[src/rtl/lc3b_types.sv]
// Shared types for the L2 / victim-cache / physical-memory slice.
// The line sizes here match the default parameters of pmem_wb_arbiter.
package lc3b_types;

    localparam int LINE_ADDR_BITS = 12;
    localparam int LINE_BITS      = 128;

    typedef logic [LINE_ADDR_BITS-1:0] lc3b_line_addr;
    typedef logic [LINE_BITS-1:0]      lc3b_line;

    // WB and FILL double as the "last_grant" record used by round-robin.
    typedef enum logic [1:0] {
        IDLE,
        WB,
        FILL,
        RESP
    } pmem_arb_state_t;

endpackage

[src/rtl/pmem_wb_arbiter.sv]
// Owner of the single physical-memory port. Arbitrates between victim-cache
// dirty-line writebacks and L2 line fills. Every access runs from registers
// latched on the grant edge, so requester inputs may churn afterwards.
module pmem_wb_arbiter
    import lc3b_types::*;
#(
    parameter int LINE_ADDR_W = 12,
    parameter int LINE_W      = 128,
    parameter int OFFSET_W    = 4
) (
    input  logic                         clk,
    input  logic                         reset,
    input  logic                         vc_write,
    input  logic [LINE_ADDR_W-1:0]       vc_address,
    input  logic [LINE_W-1:0]            vc_wdata,
    output logic                         mem_ack,
    input  logic                         l2_read,
    input  logic [LINE_ADDR_W-1:0]       l2_address,
    output logic [LINE_W-1:0]            l2_rdata,
    output logic                         l2_resp,
    output logic                         L2toPmem_busy,
    output logic                         pmem_read,
    output logic                         pmem_write,
    output logic [LINE_ADDR_W+OFFSET_W-1:0] pmem_address,
    output logic [LINE_W-1:0]            pmem_wdata,
    input  logic [LINE_W-1:0]            pmem_rdata,
    input  logic                         pmem_resp
);

    pmem_arb_state_t state;
    pmem_arb_state_t last_grant;
    logic            start_access;
    logic            pick_wb;

    // Writeback wins when alone, or on a same-line hazard so the fill that
    // follows reads the freshly written data; otherwise alternate.
    function automatic logic grant_writeback(
        input logic            vc_req,
        input logic            l2_req,
        input logic            same_line,
        input pmem_arb_state_t last
    );
        if (!vc_req)
            return 1'b0;
        if (!l2_req)
            return 1'b1;
        if (same_line)
            return 1'b1;
        return (last == FILL);
    endfunction

    // Arbitration decision, only meaningful while the port is idle.
    always_comb begin
        start_access = (state == IDLE) && (vc_write || l2_read);
        pick_wb      = grant_writeback(vc_write, l2_read,
                                       vc_address == l2_address, last_grant);
    end

    // Control FSM: grant, strobe until memory responds, pulse the ack,
    // then one dead cycle so a level request can drop before re-arbitration.
    always_ff @(posedge clk or posedge reset) begin
        if (reset) begin
            state         <= IDLE;
            last_grant    <= FILL;
            pmem_read     <= 1'b0;
            pmem_write    <= 1'b0;
            L2toPmem_busy <= 1'b0;
            mem_ack       <= 1'b0;
            l2_resp       <= 1'b0;
        end else begin
            mem_ack <= 1'b0;
            l2_resp <= 1'b0;
            case (state)
                IDLE: begin
                    if (start_access) begin
                        if (pick_wb) begin
                            state      <= WB;
                            pmem_write <= 1'b1;
                        end else begin
                            state         <= FILL;
                            pmem_read     <= 1'b1;
                            L2toPmem_busy <= 1'b1;
                        end
                    end
                end
                WB: begin
                    if (pmem_resp) begin
                        pmem_write <= 1'b0;
                        mem_ack    <= 1'b1;
                        last_grant <= WB;
                        state      <= RESP;
                    end
                end
                FILL: begin
                    if (pmem_resp) begin
                        pmem_read     <= 1'b0;
                        L2toPmem_busy <= 1'b0;
                        l2_resp       <= 1'b1;
                        last_grant    <= FILL;
                        state         <= RESP;
                    end
                end
                RESP: begin
                    state <= IDLE;
                end
                default: begin
                    state <= IDLE;
                end
            endcase
        end
    end

    // Datapath: latch address/data on the grant edge, capture fill data on completion.
    always_ff @(posedge clk or posedge reset) begin
        if (reset) begin
            pmem_address <= '0;
            pmem_wdata   <= '0;
            l2_rdata     <= '0;
        end else begin
            if (start_access) begin
                if (pick_wb) begin
                    pmem_address <= {vc_address, {OFFSET_W{1'b0}}};
                    pmem_wdata   <= vc_wdata;
                end else begin
                    pmem_address <= {l2_address, {OFFSET_W{1'b0}}};
                end
            end
            if (state == FILL && pmem_resp)
                l2_rdata <= pmem_rdata;
        end
    end

endmodule

[config.mk]
export PLATFORM = sky130hd
export DESIGN_NAME = pmem_wb_arbiter
export DESIGN_NICKNAME = d
export VERILOG_FILES = /design/src/rtl/lc3b_types.sv /design/src/rtl/pmem_wb_arbiter.sv
export SDC_FILE = /design/constraint.sdc
export NUM_CORES = 1
export LEC_CHECK = 0
export CORE_AREA = 2 2 221 223
export CTS_CLUSTER_DIAMETER = 100
export DETAILED_ROUTE_END_ITERATION = 6
export DIE_AREA = 0 0 223 225
export HOLD_SLACK_MARGIN = 0.1
export SLEW_MARGIN = 20
export SYNTH_ARGS = -nofsm -noshare
export SYNTH_HDL_FRONTEND = slang
export SYNTH_SLANG_ARGS = --single-unit
[constraint.sdc]
create_clock -name clk -period 19.7 [get_ports clk]
set_input_delay 3.94 -clock clk [delete_from_list [all_inputs] [get_ports clk]]
set_output_delay 3.94 -clock clk [all_outputs]
set_load 0.02 [all_outputs]
==> results.toml, run 1 <==
[run_status]
status = "complete, no violations"

[drt]
ant_nets = 0
drtIter0Drc = 189
drc = 0
drtPass1Iterations = 4
routed_wl_mm = 34.3
vias = 7549
routedWlPerCell_um = 18.4
avgViaCountPerCell = 4.05

[worst_setup_path]
cp_top_family = "buffers and inverters"
worstReg2RegEnd = "pmem_wdata[76]"
crit_buf_inv = 2
start_kind = "input port"
r2r_setup_slack_ns = 16.70
path_cells = "clkdlybuf4s50_1, xor2_1, nor4_1, a41oi_2, or2_4, buf_4, mux2_2"
crit_path_max_fanout = 73
r2r_cells = 6
r2r-start = "state[0]"
slowest_delay_ns = 0.83
end_kind = "flop"
crit_path_top_delay_cell = "buf_4"
arrival_ns = 7.07
path_class = "in2reg"
worstPathRequired_ns = 20.10

[clocking]
cts_root_buf = "clkbuf_16"
clk_latency_ns = 0.52
cts_hold_buf = 0
clockBufferDepth = 3
cts-buffers-inserted = 34
h-tree-depth = 2
cts_resized = 0
cts.sinks = 276
cts_tree = "built"
cts.clk_slew.worst_paths_ns = 0.05
postCtsSetupRepairBufs = 0

[global_routing]
grt_usage_pct = 13.3
grt_max_degree = 76
grt_pass1_wl_mm = 50.6
grt_pass1_vias = 8091
gr-total-overflow = 0
antenna_found_initial = 0

[timing]
setup_viol = 0
fmax_mhz = 150
skew_ns = 0.0203
rsz0062_at_grt = "false"
final_max_slew_viol_count = 0
finalCriticalPeriod_ns = 6.68
worst_pin_slew_ns = 0.993
fin_crit_sh_pct = 33.9
tns_ns = 0
max_slew_margin_pct = 33.8
hold_violations = 0

[power_and_ir_drop]
p_per_area_mw_per_mm2 = 174
p_total_uw = 3120
peakVddDrop_mv = 0.0744
leakagePower_uw = 0.00739

[layout]
syn2layout_area_growth_pct = 68.8
nets = 1513
final_common_cell = "clkdlybuf4s50_1"
diodes = 0
final_cell_mix = "clkdlybuf4s50_1 (557), dfrtp_1 (275), mux2_2 (256)"
drive_above_1_share_pct = 25.5

[synth]
synth_area_leaders = "dfrtp_1 (65%), mux2_2 (27%), mux2i_1 (1.1%)"
seq_area_frac_synth_pct = 65.1
syn_area_sq_mm = 0.0106
yosys.area.top_type = "dfrtp_1"
yosys_warnings = 0
netlist_instances = 659
synth_seq_cells = 276
synth_cell_types = 29
synth_top_area_share_pct = 64.9
syn_avg_cell_area_sq_um = 16.1

[min_path]
min_from = "last_grant[1]"
holdPathEnd = "last_grant[1]"
whs_path_depth = 2
min_path_type = "reg2reg"

[die]
dieArea_sq_mm = 0.0502
core-area_sq_mm = 0.0475
num_rows = 80
ios = 562
start_util_pct = 22.3
die_h_um = 225
die_w_um = 223

[run]
drv_cap = 0

[placement]
port_buffers = 557
dpl.hpwl_mm = 25.8
gp_congestion = 0.789
-- through the flow --
step           std cells  worst slack, ns  utilization, %  hold WS [ns]  cell area [sq um]
3_3_place_gp        1803            12.48            35.3         0.449              16800
2_1_floorplan        662             8.15               -         0.439              10600
5_1_grt             1862            12.82            37.7         0.483              17900
6_report            1862            13.02            37.7         0.460              17900
3_5_place_dp        1803            12.46            35.3         0.453              16800
4_1_cts             1861            13.02            37.6         0.462              17900
-- power by group --
| part | switching [uW] | internal [uW] |
|---|---|---|
| sequential | 150 | 859 |
| clock | 239 | 382 |
| combinational | 699 | 791 |
| total | 1090 | 2030 |
-- routing by layer --
metal,part of all wire [%],vias up,GRT usage (%)
met1,39,3827,15.3
met3,6.4,48,3.79
met5,0,-,0
li1,-,3427,-
met4,2.5,0,4.94
met2,53,247,23.5
-- flip-flops by register name, indices dropped and copies added (netlist names) --
| register | cells |
|---|---|
| mem_ack | 1 |
| pmem_wdata | 128 |
| l2_resp | 1 |
| last_grant | 2 |
| l2_rdata | 128 |
| pmem_address | 12 |
| state | 2 |
| pmem_read | 1 |
| pmem_write | 1 |
-- cells in the mapped netlist, drive strengths merged --
cell,instances
a21boi,1
a221o,1
a32oi,1
a41oi,1
buf,19
clkbuf,18
conb,1
dfrtp,275
dfstp,1
ha,3
inv,8
mux2,256
mux2i,12
nand2,21
nand2b,1
nand3,1
nand4,1
nor2,2
nor2b,1
nor3,1
nor4,3
o211ai,2
o21a,1
o21ai,14
o311ai,1
or2,1
xor2,12
-- cell type report --
cell class | instances | area (sq um)
inverter | 8 | 40.0
multi-input combinational | 341 | 3450
sequential | 276 | 6910
fill | 4589 | 29600
tap | 615 | 769
clock buffer | 51 | 1020
timing repair buffer | 564 | 5640
clock inverter | 7 | 95.1
-- worst max-delay path by stage --
| stage | to | slack, ns | from | cells past startpoint |
|---|---|---|---|---|
| floorplan | l2_rdata[0] | 8.15 | reset | 1 |
| global placement | pmem_wdata[80] | 12.48 | vc_address[10] | 7 |
| detailed placement | pmem_wdata[76] | 12.46 | l2_address[5] | 7 |
| CTS | pmem_wdata[76] | 13.02 | l2_address[5] | 7 |
| global route | pmem_wdata[76] | 12.82 | l2_address[1] | 7 |
| finish | pmem_wdata[76] | 13.02 | l2_address[5] | 7 |
-- worst min-delay path: cells and delay by family (launching register included) --
family / cells / cell delay, ns
AND/OR/NAND/NOR: 2 / 0.10
flip-flops: 1 / 0.36
-- logic make-up after synthesis --
family | after synthesis | synth area share (%)
flip-flops | 276 | 65.1
multiplexers | 268 | 28.3
buffers and inverters | 45 | 2.55
AND/OR/NAND/NOR | 32 | 1.32
AO/OA/AOI/OAI | 22 | 1.36
XOR/XNOR | 12 | 0.990
adder cells (fa/ha/maj) | 3 | 0.354
other | 1 | 0.0353
Note: power is estimated with default switching activity, not from simulation.
==> run 2, diff against run 1 <==
==> constraint.sdc (replaced) <==
create_clock -name clk -period 6 [get_ports clk]
set_input_delay 1.2 -clock clk [delete_from_list [all_inputs] [get_ports clk]]
set_output_delay 1.2 -clock clk [all_outputs]
set_load 0.02 [all_outputs]
==> run 2 against run 1 <==
Utilization up 0.26 points. Critical path depth unchanged. Sequential cell count unchanged. Setup slack lost 10 ns.
==> results.toml, run 2 (same netlist as run 1, synthesis figures left out) <==
[run_status]
status = "complete, no violations"

[worst_setup_path]
start_kind = "input port"
arrival_ns = 3.54
path_class = "in2reg"
crit_path_max_fanout = 84
end_kind = "flop"
worstPathRequired_ns = 6.40

[clocking]
postCtsSetupRepairBufs = 0
h-tree-depth = 2
cts_root_buf = "clkbuf_16"
cts_resized = 0
clockBufferDepth = 3
clk_latency_ns = 0.52
cts-buffers-inserted = 34
cts.clk_slew.worst_paths_ns = 0.05
cts.sinks = 276
cts_tree = "built"
cts_hold_buf = 0

[global_routing]
gr-total-overflow = 0
grt_pass1_vias = 8321
grt_max_degree = 149
grt_pass1_wl_mm = 50.4
antenna_found_initial = 3
grt_usage_pct = 13.2

[power_and_ir_drop]
switching_share_pct = 34.6
p_comb_share_pct = 47.4
leakagePower_uw = 0.00744
seq_power_share_pct = 31.8
switching_power_uw = 3600
peakVddDrop_mv = 0.329
internal_power_uw = 6800
pwr-share-clk_pct = 20.9
p_per_area_mw_per_mm2 = 577

[timing]
rsz0062_at_grt = "false"
tns_ns = 0
final_max_slew_viol_count = 0
setup_viol = 0
skew_ns = 0.0217
max_slew_margin_pct = 33.5
finalCriticalPeriod_ns = 3.14
fmax_mhz = 318
fin_crit_sh_pct = 52.4
worst_pin_slew_ns = 0.998
hold_violations = 0

[drt]
route.met2.wl_mm = 17.5
ant_nets = 0
drtPass1Iterations = 4
wl_met3_mm = 2.24
routed_wl_mm = 34.0
vias = 7578
avgViaCountPerCell = 4.06
wl_met1_mm = 13.1
drc = 0
drtIter0Drc = 230
dr.max_layer_used = "met5"
routedWlPerCell_um = 18.2

[placement]
port_buffers = 557
dpl.hpwl_mm = 25.3
gp_congestion = 0.818
placed_area_sq_mm = 0.0168

[layout]
reg_top3 = "l2_rdata x128, pmem_wdata x128, pmem_address x12"
stdcell_area_sq_mm = 0.0180
final_common_cell = "clkdlybuf4s50_1"
drive_above_1_share_pct = 25.8
syn2layout_area_growth_pct = 70.0
nets = 1512
final_cell_mix = "clkdlybuf4s50_1 (557), dfrtp_1 (275), mux2_2 (256)"

[min_path]
min_path_type = "reg2reg"

[die]
start_util_pct = 22.3
core-area_sq_mm = 0.0475
die_h_um = 225
num_rows = 80
die_w_um = 223
ios = 562
dieArea_sq_mm = 0.0502

[run]
drv_cap = 0
[run 2: cell type report]
cell class | count | area (sq um)
Sequential cell | 276 | 6910
Tap cell | 615 | 769
Inverter | 8 | 36.3
Timing Repair Buffer | 563 | 5670
Multi-Input combinational cell | 341 | 3450
Clock inverter | 8 | 119
Fill cell | 4543 | 29500
Clock buffer | 53 | 1090
Antenna cell | 2 | 5.00
[run 2: final timing paths]
check	start	to	slack [ns]	depth (start not counted)
max in group asynchronous	reset	pmem_wdata[2]	3.96	3
max reg2reg	state[0]	l2_rdata[8]	3.49	6
min	last_grant[1]	last_grant[1]	0.46	2
max	l2_address[0]	pmem_wdata[3]	2.86	7
min reg2reg	last_grant[1]	last_grant[1]	0.46	2
min in group asynchronous	reset	l2_rdata[76]	1.18	3
[run 2: per-stage QoR]
stage	total power [uW]	instances	hold WS [ns]	setup WS [ns]	util, %
2_1_floorplan	5770	662	0.439	1.15	-
4_1_cts	10600	1864	0.467	2.92	37.9
3_3_place_gp	8230	1803	0.448	2.38	35.4
3_5_place_dp	8320	1803	0.451	2.35	35.4
6_report	10400	1866	0.465	2.86	37.9
5_1_grt	10900	1866	0.480	2.80	37.9
[run 2: power by group through the flow]
| stage | sequential (uW) | clock [uW] | combinational [uW] |
|---|---|---|---|
| final | 3310 | 2170 | 4930 |
| after CTS | 3320 | 2250 | 5000 |
| after global routing | 3440 | 2320 | 5170 |
| after detailed placement | 3340 | 0 | 4980 |
| after global placement | 3300 | 0 | 4930 |
| after floorplan | 4440 | 0 | 1330 |
[run 2: worst max-delay path, cell delays in order]
cell	delay [ns]
clkdlybuf4s50_1	0.46
xor2_1	0.18
nor4_1	0.37
a41oi_2	0.21
or2_4	0.37
buf_12	0.24
mux2_2	0.37
[run 2: metal layers]
metal,track usage (%),up-vias
met4,5.72,2
met5,0,-
met3,3.90,62
met1,15.0,3816
li1,-,3432
met2,22.9,266
